File: src/rtl/bus_activity_monitor.sv
// Bus activity monitor: synchronizes raw bus pins, declares a frame active on the
// first transition and ends it after IDLE_COUNT consecutive quiet cycles. Emits
// single-cycle start/end strobes and a saturating count of completed frames.
module bus_activity_monitor #(
    parameter int unsigned          NUM_LINES       = 4,
    parameter int unsigned          SYNC_STAGES     = 2,
    parameter logic [NUM_LINES-1:0] IDLE_LEVELS     = {NUM_LINES{1'b1}},
    parameter int unsigned          IDLE_COUNT      = 1024,
    parameter int unsigned          FRAME_CNT_WIDTH = 16
) (
    input  logic                       sys_clk,
    input  logic                       sys_rst,
    input  logic [NUM_LINES-1:0]       bus_lines,
    output logic                       comm_active,
    output logic                       frame_start,
    output logic                       frame_end,
    output logic [FRAME_CNT_WIDTH-1:0] frame_count
);

    localparam int unsigned     CntW    = $clog2(IDLE_COUNT);
    localparam logic [CntW-1:0] CntLast = CntW'(IDLE_COUNT - 1);

    typedef enum logic [0:0] {
        StIdle,
        StActive
    } state_e;

    // Synchronizer chain; index 0 captures the raw pins, top index is the output.
    logic [SYNC_STAGES-1:0][NUM_LINES-1:0] r_sync;
    logic [NUM_LINES-1:0]                  r_prev;
    state_e                                r_state;
    logic [CntW-1:0]                       r_cnt;
    logic                                  r_frame_start;
    logic                                  r_frame_end;
    logic [FRAME_CNT_WIDTH-1:0]            r_frame_count;

    logic [NUM_LINES-1:0] w_sync_out;
    logic                 w_edge;
    logic                 w_busy;
    logic                 w_quiet;
    state_e               w_state_d;
    logic [CntW-1:0]      w_cnt_d;
    logic                 w_start_d;
    logic                 w_end_d;

    assign w_sync_out = r_sync[SYNC_STAGES-1];
    assign w_edge     = |(w_sync_out ^ r_prev);
    // Busy catches lines parked away from idle, e.g. a chip-select held low.
    assign w_busy     = |(w_sync_out ^ IDLE_LEVELS);
    assign w_quiet    = !w_edge && !w_busy;

    // Shift pins through the synchronizer and remember the previous synced value.
    always_ff @(posedge sys_clk) begin
        if (sys_rst) begin
            r_sync <= {SYNC_STAGES{IDLE_LEVELS}};
            r_prev <= IDLE_LEVELS;
        end else begin
            r_sync <= {r_sync[SYNC_STAGES-2:0], bus_lines};
            r_prev <= w_sync_out;
        end
    end

    // Next-state, idle counter and strobe decode.
    always_comb begin
        w_state_d = r_state;
        w_cnt_d   = r_cnt;
        w_start_d = 1'b0;
        w_end_d   = 1'b0;
        unique case (r_state)
            StIdle: begin
                w_cnt_d = '0;
                if (w_edge) begin
                    w_state_d = StActive;
                    w_start_d = 1'b1;
                end
            end
            StActive: begin
                if (!w_quiet) begin
                    // Activity in the expiry cycle also lands here: frame continues.
                    w_cnt_d = '0;
                end else if (r_cnt == CntLast) begin
                    w_state_d = StIdle;
                    w_end_d   = 1'b1;
                    w_cnt_d   = '0;
                end else begin
                    w_cnt_d = r_cnt + CntW'(1);
                end
            end
            default: begin
                w_state_d = StIdle;
                w_cnt_d   = '0;
            end
        endcase
    end

    // State, counter, strobes and saturating frame count registers.
    always_ff @(posedge sys_clk) begin
        if (sys_rst) begin
            r_state       <= StIdle;
            r_cnt         <= '0;
            r_frame_start <= 1'b0;
            r_frame_end   <= 1'b0;
            r_frame_count <= '0;
        end else begin
            r_state       <= w_state_d;
            r_cnt         <= w_cnt_d;
            r_frame_start <= w_start_d;
            r_frame_end   <= w_end_d;
            if (w_end_d && (r_frame_count != {FRAME_CNT_WIDTH{1'b1}})) begin
                r_frame_count <= r_frame_count + FRAME_CNT_WIDTH'(1);
            end
        end
    end

    assign comm_active = (r_state == StActive);
    assign frame_start = r_frame_start;
    assign frame_end   = r_frame_end;
    assign frame_count = r_frame_count;

endmodule

File: config.mk
export PLATFORM = sky130hd
export DESIGN_NAME = bus_activity_monitor
export DESIGN_NICKNAME = d
export VERILOG_FILES = /design/src/rtl/bus_activity_monitor.sv
export SDC_FILE = /design/constraint.sdc
export NUM_CORES = 1
export LEC_CHECK = 0
export CORE_UTILIZATION = 53
export DETAILED_ROUTE_END_ITERATION = 10
export PLACE_DENSITY = 0.75
export SLEW_MARGIN = 10
export SYNTH_ARGS = -nofsm -noshare
export SYNTH_HDL_FRONTEND = slang
export SYNTH_SLANG_ARGS = --single-unit
File: constraint.sdc
create_clock -name sys_clk -period 2.6 [get_ports sys_clk]
set_clock_uncertainty 0.05 [all_clocks]
set_input_delay 0.78 -clock sys_clk [delete_from_list [all_inputs] [get_ports sys_clk]]
set_output_delay 0.78 -clock sys_clk [all_outputs]
set_load 0.02 [all_outputs]
==> results of run 1 <==
cell usage after synthesis, types with 4 or more instances:
master   count
or2_2       12
nor3_1       6
o21ai_0      6
and4_1       4
nand3_1     15
xor2_1       6
nand4_1      7
a21o_1       7
nor2_1      21
nand2_1      8
a21oi_1     12
dfxtp_1     41
xnor2_1      8
inv_1       10
or3_1        6
worst paths after layout:
kind                   from  slack (ps)             end
max          frame_count[9]         310  frame_count[9]
min reg2reg       r_sync[1]         370   w_sync_out[1]
max reg2reg        r_cnt[0]         480  frame_count[8]
min               r_sync[1]         370   w_sync_out[1]
power by group through the flow:
stage	logic, W	registers [W]	clock network, W
2_1_floorplan	0.0000303	0.000663	0
3_3_place_gp	0.0000543	0.000660	0
3_5_place_dp	0.0000554	0.000661	0
6_report	0.0000552	0.000646	0.000306
5_1_grt	0.0000608	0.000648	0.000342
4_1_cts	0.0000559	0.000646	0.000317
metal layers:
metal | wire length (um) | vias to the layer above | global-route usage (%)
li1 | - | 723 | -
met1 | 1458 | 654 | 23.01
met2 | 1628 | 30 | 35.88
met3 | 102 | 13 | 4.585
met4 | 125 | 0 | 15.31
met5 | 0 | - | 0
per-stage QoR:
step / power [W] / instance area, um^2
after floorplan: 0.0006932 / 1729
after CTS: 0.001019 / 2056
after detailed placement: 0.0007161 / 2004
after global placement: 0.0007142 / 2004
final: 0.001007 / 2056
after global routing: 0.001051 / 2056
layout make-up:
class | count | area, um^2 | area share, %
clock buffer | 6 | 41.29 | 2.009
sequential | 41 | 820.8 | 39.93
inverter | 10 | 37.54 | 1.826
tap | 44 | 55.05 | 2.678
multi-input combinational | 135 | 835.8 | 40.66
timing repair buffer | 26 | 255.2 | 12.42
clock inverter | 2 | 10.01 | 0.4869
cell families (layout without fill, tap and decap cells):
| kind of cell | after synthesis | in the layout | synth area share (%) |
|---|---|---|---|
| and+or+nand+nor | 91 | 91 | 29.45 |
| DFF | 41 | 41 | 47.47 |
| AOI/OAI and AO/OA | 26 | 26 | 9.117 |
| buffers and inverters | 16 | 44 | 4.197 |
| xor gates and xnor gates | 14 | 14 | 7.091 |
| adders and majority gates | 2 | 2 | 1.447 |
| muxes | 2 | 2 | 1.230 |
sequential cells by signal, indices dropped and copies added (netlist names):
name	cells
comm_active	1
frame_count	16
frame_end	1
frame_start	1
r_cnt	10
r_prev	4
r_sync	4
w_sync_out	4
==> results.sh, run 1 <==
export IMPL_yosys_warnings=0
export IMPL_tightest_slew_ps=550.5
export IMPL_final_common_cell="dfxtp_1"
export IMPL_timing_hold_ws_ps=369.7
export IMPL_p_sw_w=0.0002383
export IMPL_worstSetupPathType="reg -> out"
export IMPL_post_cts_buffers=0
export IMPL_port_buffers=24
export IMPL_yosys_cell_types_count=30
export IMPL_finalSetupViolCount=0
export IMPL_start_kind="register"
export IMPL_track_usage_pct=21.06
export IMPL_synth_area_leaders="dfxtp_1 (47%), nor2_1 (4.6%), nand3_1 (4.3%)"
export IMPL_cts_sinks=41
export IMPL_die_y_um=59.12
export IMPL_clkLatencyLatePin_ps=360
export IMPL_crit_chain="clkdlybuf4s50_1"
export IMPL_cts_tree="built"
export IMPL_p_sw_share_pct=23.65
export IMPL_dp_hpwl_um=2455
export IMPL_avgRoutedWirePerCell_um=12.55
export IMPL_wirelength_um=3314
export IMPL_pin_count=25
export IMPL_cpMaxStageDelayCell="clkdlybuf4s50_1"
export IMPL_synth_area_um2=1729
export IMPL_die_w_um=59.12
export IMPL_pwr_share_comb_pct=5.5
export IMPL_final_cells=264
export IMPL_yosys_area_top_type="dfxtp_1"
export IMPL_antenna_found_initial=0
export IMPL_final_layout_size_suffix_gt1_share_pct=11.82
export IMPL_gp_congestion=0.7759
export IMPL_grt_overflow_total=0
export IMPL_cp_max_fo=6
export IMPL_holdBufCountCts=0
export IMPL_crit_cells=1
export IMPL_ys_seq_elements=41
export IMPL_whs_path_depth=1
export IMPL_slowest_delay_ps=650
export IMPL_first_pass_iters=4
export IMPL_required_ps=1770
export IMPL_cp_top_family="buffers and inverters"
export IMPL_cts_buffer_depth=2
export IMPL_rsz0062_at_grt="false"
export IMPL_viasPerCell=5.379
export IMPL_worstPathArrival_ps=1460
export IMPL_seq_area_frac_synth_pct=47.47
export IMPL_ir_drop_v=0.0003323
export IMPL_reg2reg_depth=6
export IMPL_cts_htree_levels=2
export IMPL_grt_max_degree=23
export IMPL_status="finished clean"
export IMPL_avgSynthCellArea_um2=9.006
export IMPL_critPathCaptureType="primary output"
export IMPL_async_flop_share_pct=0
export IMPL_synthCells=192
export IMPL_ys_flop_type="dfxtp_1"
export IMPL_dpl_worst_slack_ps=487.6
export IMPL_start_util_pct=56.18
export IMPL_synth_edf_count=0
export IMPL_ant_nets=0
export IMPL_setup_tns_final_ps=0
export IMPL_syn_nets=200
export IMPL_vias=1420
export IMPL_fin_ws_ps=306.2
export IMPL_maxCapViolCount=0
export IMPL_clkTransAtPathRegs_ps=110
export IMPL_grt_pass1_vias=1315
export IMPL_dieArea_um2=3495
export IMPL_fill_cells=294
export IMPL_hp_class="reg -> reg"
export IMPL_core_um2=3078
export IMPL_period_share_pct=88.22
export IMPL_num_antenna_cells=0
export IMPL_seq_power_share_pct=64.2
export IMPL_drc=0
export IMPL_final_max_slew_viol_count=0
export IMPL_post_cts_resized=0
export IMPL_power_internal_w=0.0007692
export IMPL_period_minus_slack_ps=2294
export IMPL_fin_nets=227
export IMPL_area_delta_synth_final_pct=18.89
export IMPL_root_buffer="clkbuf_4"
export IMPL_p_leak_nw=0.6747
export IMPL_p_clk_share_pct=30.4
export IMPL_cellPowerDensity_nw_per_um2=490.1
export IMPL_path_buf_inv=1
export IMPL_slew_headroom_pct=63.30
export IMPL_fmax_mhz=436.0
export IMPL_grt_pass1_wl_um=5416
export IMPL_first_iter_violations=107
export IMPL_cts_made_buffers=5
export IMPL_layout_common_cells="dfxtp_1 (41), clkdlybuf4s50_1 (24), nor2_1 (21)"
export IMPL_dp_cells=256
export IMPL_hold_violations=0
export IMPL_fin_util_pct=66.79
export IMPL_synth_top_area_share_pct=47.47
export IMPL_num_rows=20
(Power assumes the default switching activity.)
==> inputs of run 2 (changes only) <==
Settings changed: CORE_UTILIZATION 53 to 55, DONT_BUFFER_PORTS set to 1, PLACE_DENSITY 0.75 to 0.67.
==> run 2 against run 1 <==
Effect of this change:
- the flow now finishes with violations (DRC)
- critical path depth is 5 higher
- cell count is 11% lower
- sequential share of layout area is 4.9 points higher
- die area is 3.5% lower
- sequential power is 0.8% higher
- wire length is 12% lower
- setup slack better by 180 ps
- clock power is 37% higher
- via count is 7.2% lower
- maximum frequency is 8.7% higher
- combinational power is 48% lower
- critical endpoint is now frame_count[1]
==> results.sh, run 2 (synthesis gave the netlist of run 1 again) <==
export IMPL_dieArea_um2=3372
export IMPL_hold_violations=0
export IMPL_status="finished with violations"
export IMPL_fin_nets=201
export IMPL_area_delta_synth_final_pct=5.861
export IMPL_timing_hold_ws_ps=373.0
export IMPL_drc=1
export IMPL_cts_buffer_depth=2
export IMPL_grt_overflow_total=0
export IMPL_grt_pass1_vias=1197
export IMPL_tightest_slew_ps=534.3
export IMPL_place_area_um2=1747
export IMPL_root_buffer="clkbuf_4"
export IMPL_cts_made_buffers=5
export IMPL_final_max_slew_viol_count=0
export IMPL_finalSetupViolCount=0
export IMPL_slowest_delay_ps=590
export IMPL_startpoint="r_cnt[0]"
export IMPL_die_w_um=58.07
export IMPL_first_iter_violations=107
export IMPL_min_delay_start="r_sync[0]"
export IMPL_critPathCaptureType="register"
export IMPL_crit_chain="ha_1, nand4_2, nor3_1, and4_1, mux2i_1, nor2_1"
export IMPL_cellPowerDensity_nw_per_um2=599.5
export IMPL_start_util_pct=60.11
export IMPL_post_cts_resized=0
export IMPL_setup_tns_final_ps=0
export IMPL_viasPerCell=5.585
export IMPL_p_leak_nw=0.5900
export IMPL_track_usage_pct=19.54
export IMPL_rsz0062_at_grt="false"
export IMPL_num_antenna_cells=0
export IMPL_ir_drop_v=0.0004624
export IMPL_clkLatencyLatePin_ps=350
export IMPL_final_area_um2=1831
export IMPL_worstReg2RegStart="r_cnt[0]"
export IMPL_period_minus_slack_ps=2110
export IMPL_pin_count=25
export IMPL_port_buffers=0
export IMPL_hp_class="reg -> reg"
export IMPL_failed_checks="DRC"
export IMPL_clkTransAtPathRegs_ps=130
export IMPL_dp_hpwl_um=2066
export IMPL_avgRoutedWirePerCell_um=12.40
export IMPL_slew_headroom_pct=64.38
export IMPL_layout_common_cells="dfxtp_1 (41), nor2_1 (21), nand3_1 (15)"
export IMPL_grt_max_degree=35
export IMPL_cts_tree="built"
export IMPL_antenna_found_initial=0
export IMPL_gp_congestion=0.7159
export IMPL_final_common_cell="dfxtp_1"
export IMPL_final_layout_size_suffix_gt1_share_pct=12.89
export IMPL_cpMaxStageDelayCell="and4_1"
export IMPL_period_share_pct=81.14
export IMPL_post_cts_buffers=0
export IMPL_die_y_um=58.07
export IMPL_required_ps=2820
export IMPL_cts_htree_levels=2
export IMPL_worstSetupPathType="reg -> reg"
export IMPL_largest_register_ff_count=16
export IMPL_holdBufCountCts=0
export IMPL_maxCapViolCount=0
export IMPL_num_rows=19
export IMPL_power_total_w=0.001097
export IMPL_start_kind="register"
export IMPL_cts_sinks=41
export IMPL_first_pass_iters=7
export IMPL_vias=1318
export IMPL_ant_nets=0
export IMPL_worstPathArrival_ps=2330
export IMPL_ff2ff_setup_slack_ps=490
export IMPL_wirelength_um=2927
export IMPL_core_um2=2877
export IMPL_grt_pass1_wl_um=5009
export IMPL_fmax_mhz=474.0
export IMPL_cp_max_fo=16
## run 2: metrics by stage
stage	cells	setup WS [ps]	utilization (%)
6_report	236	490.4	63.64
5_1_grt	236	316.7	63.64
4_1_cts	236	499.7	63.64
3_5_place_dp	228	502.1	60.72
3_3_place_gp	228	584.6	60.72
2_1_floorplan	192	743.4	-
## run 2: layer usage
layer / vias to the layer above / routed length, um / global-route usage (%)
met5: - / 0 / 0
met4: 0 / 21 / 7.143
met3: 2 / 178 / 8.482
met2: 33 / 1426 / 31.53
met1: 608 / 1301 / 23.10
li1: 675 / - / -
## run 2: critical path: cells and delay by family (launching register included)
kind | cells | cell delay [ps]
and+or+nand+nor | 4 | 1110
DFF | 1 | 390
adders and majority gates | 1 | 240
muxes | 1 | 240
## run 2: area by class of cell
cell class | count | area [um^2]
Clock inverter | 3 | 46.29
Sequential cell | 41 | 820.8
Multi-Input combinational cell | 135 | 835.8
Clock buffer | 5 | 37.54
Inverter | 10 | 37.54
Fill cell | 256 | 1046
Tap cell | 42 | 52.55
## run 2: power by group
group	internal (W)	total, W	switching [W]
sequential	0.000640	0.000651	0.0000110
combinational	0.0000134	0.0000289	0.0000155
clock	0.000204	0.000418	0.000214
## run 2: path summary, 6_finish.rpt
kind	end	cells after the start
setup / recovery	frame_count[1]	6
hold reg to reg	w_sync_out[0]	1
setup reg to reg	frame_count[1]	6
hold / removal	w_sync_out[0]	1
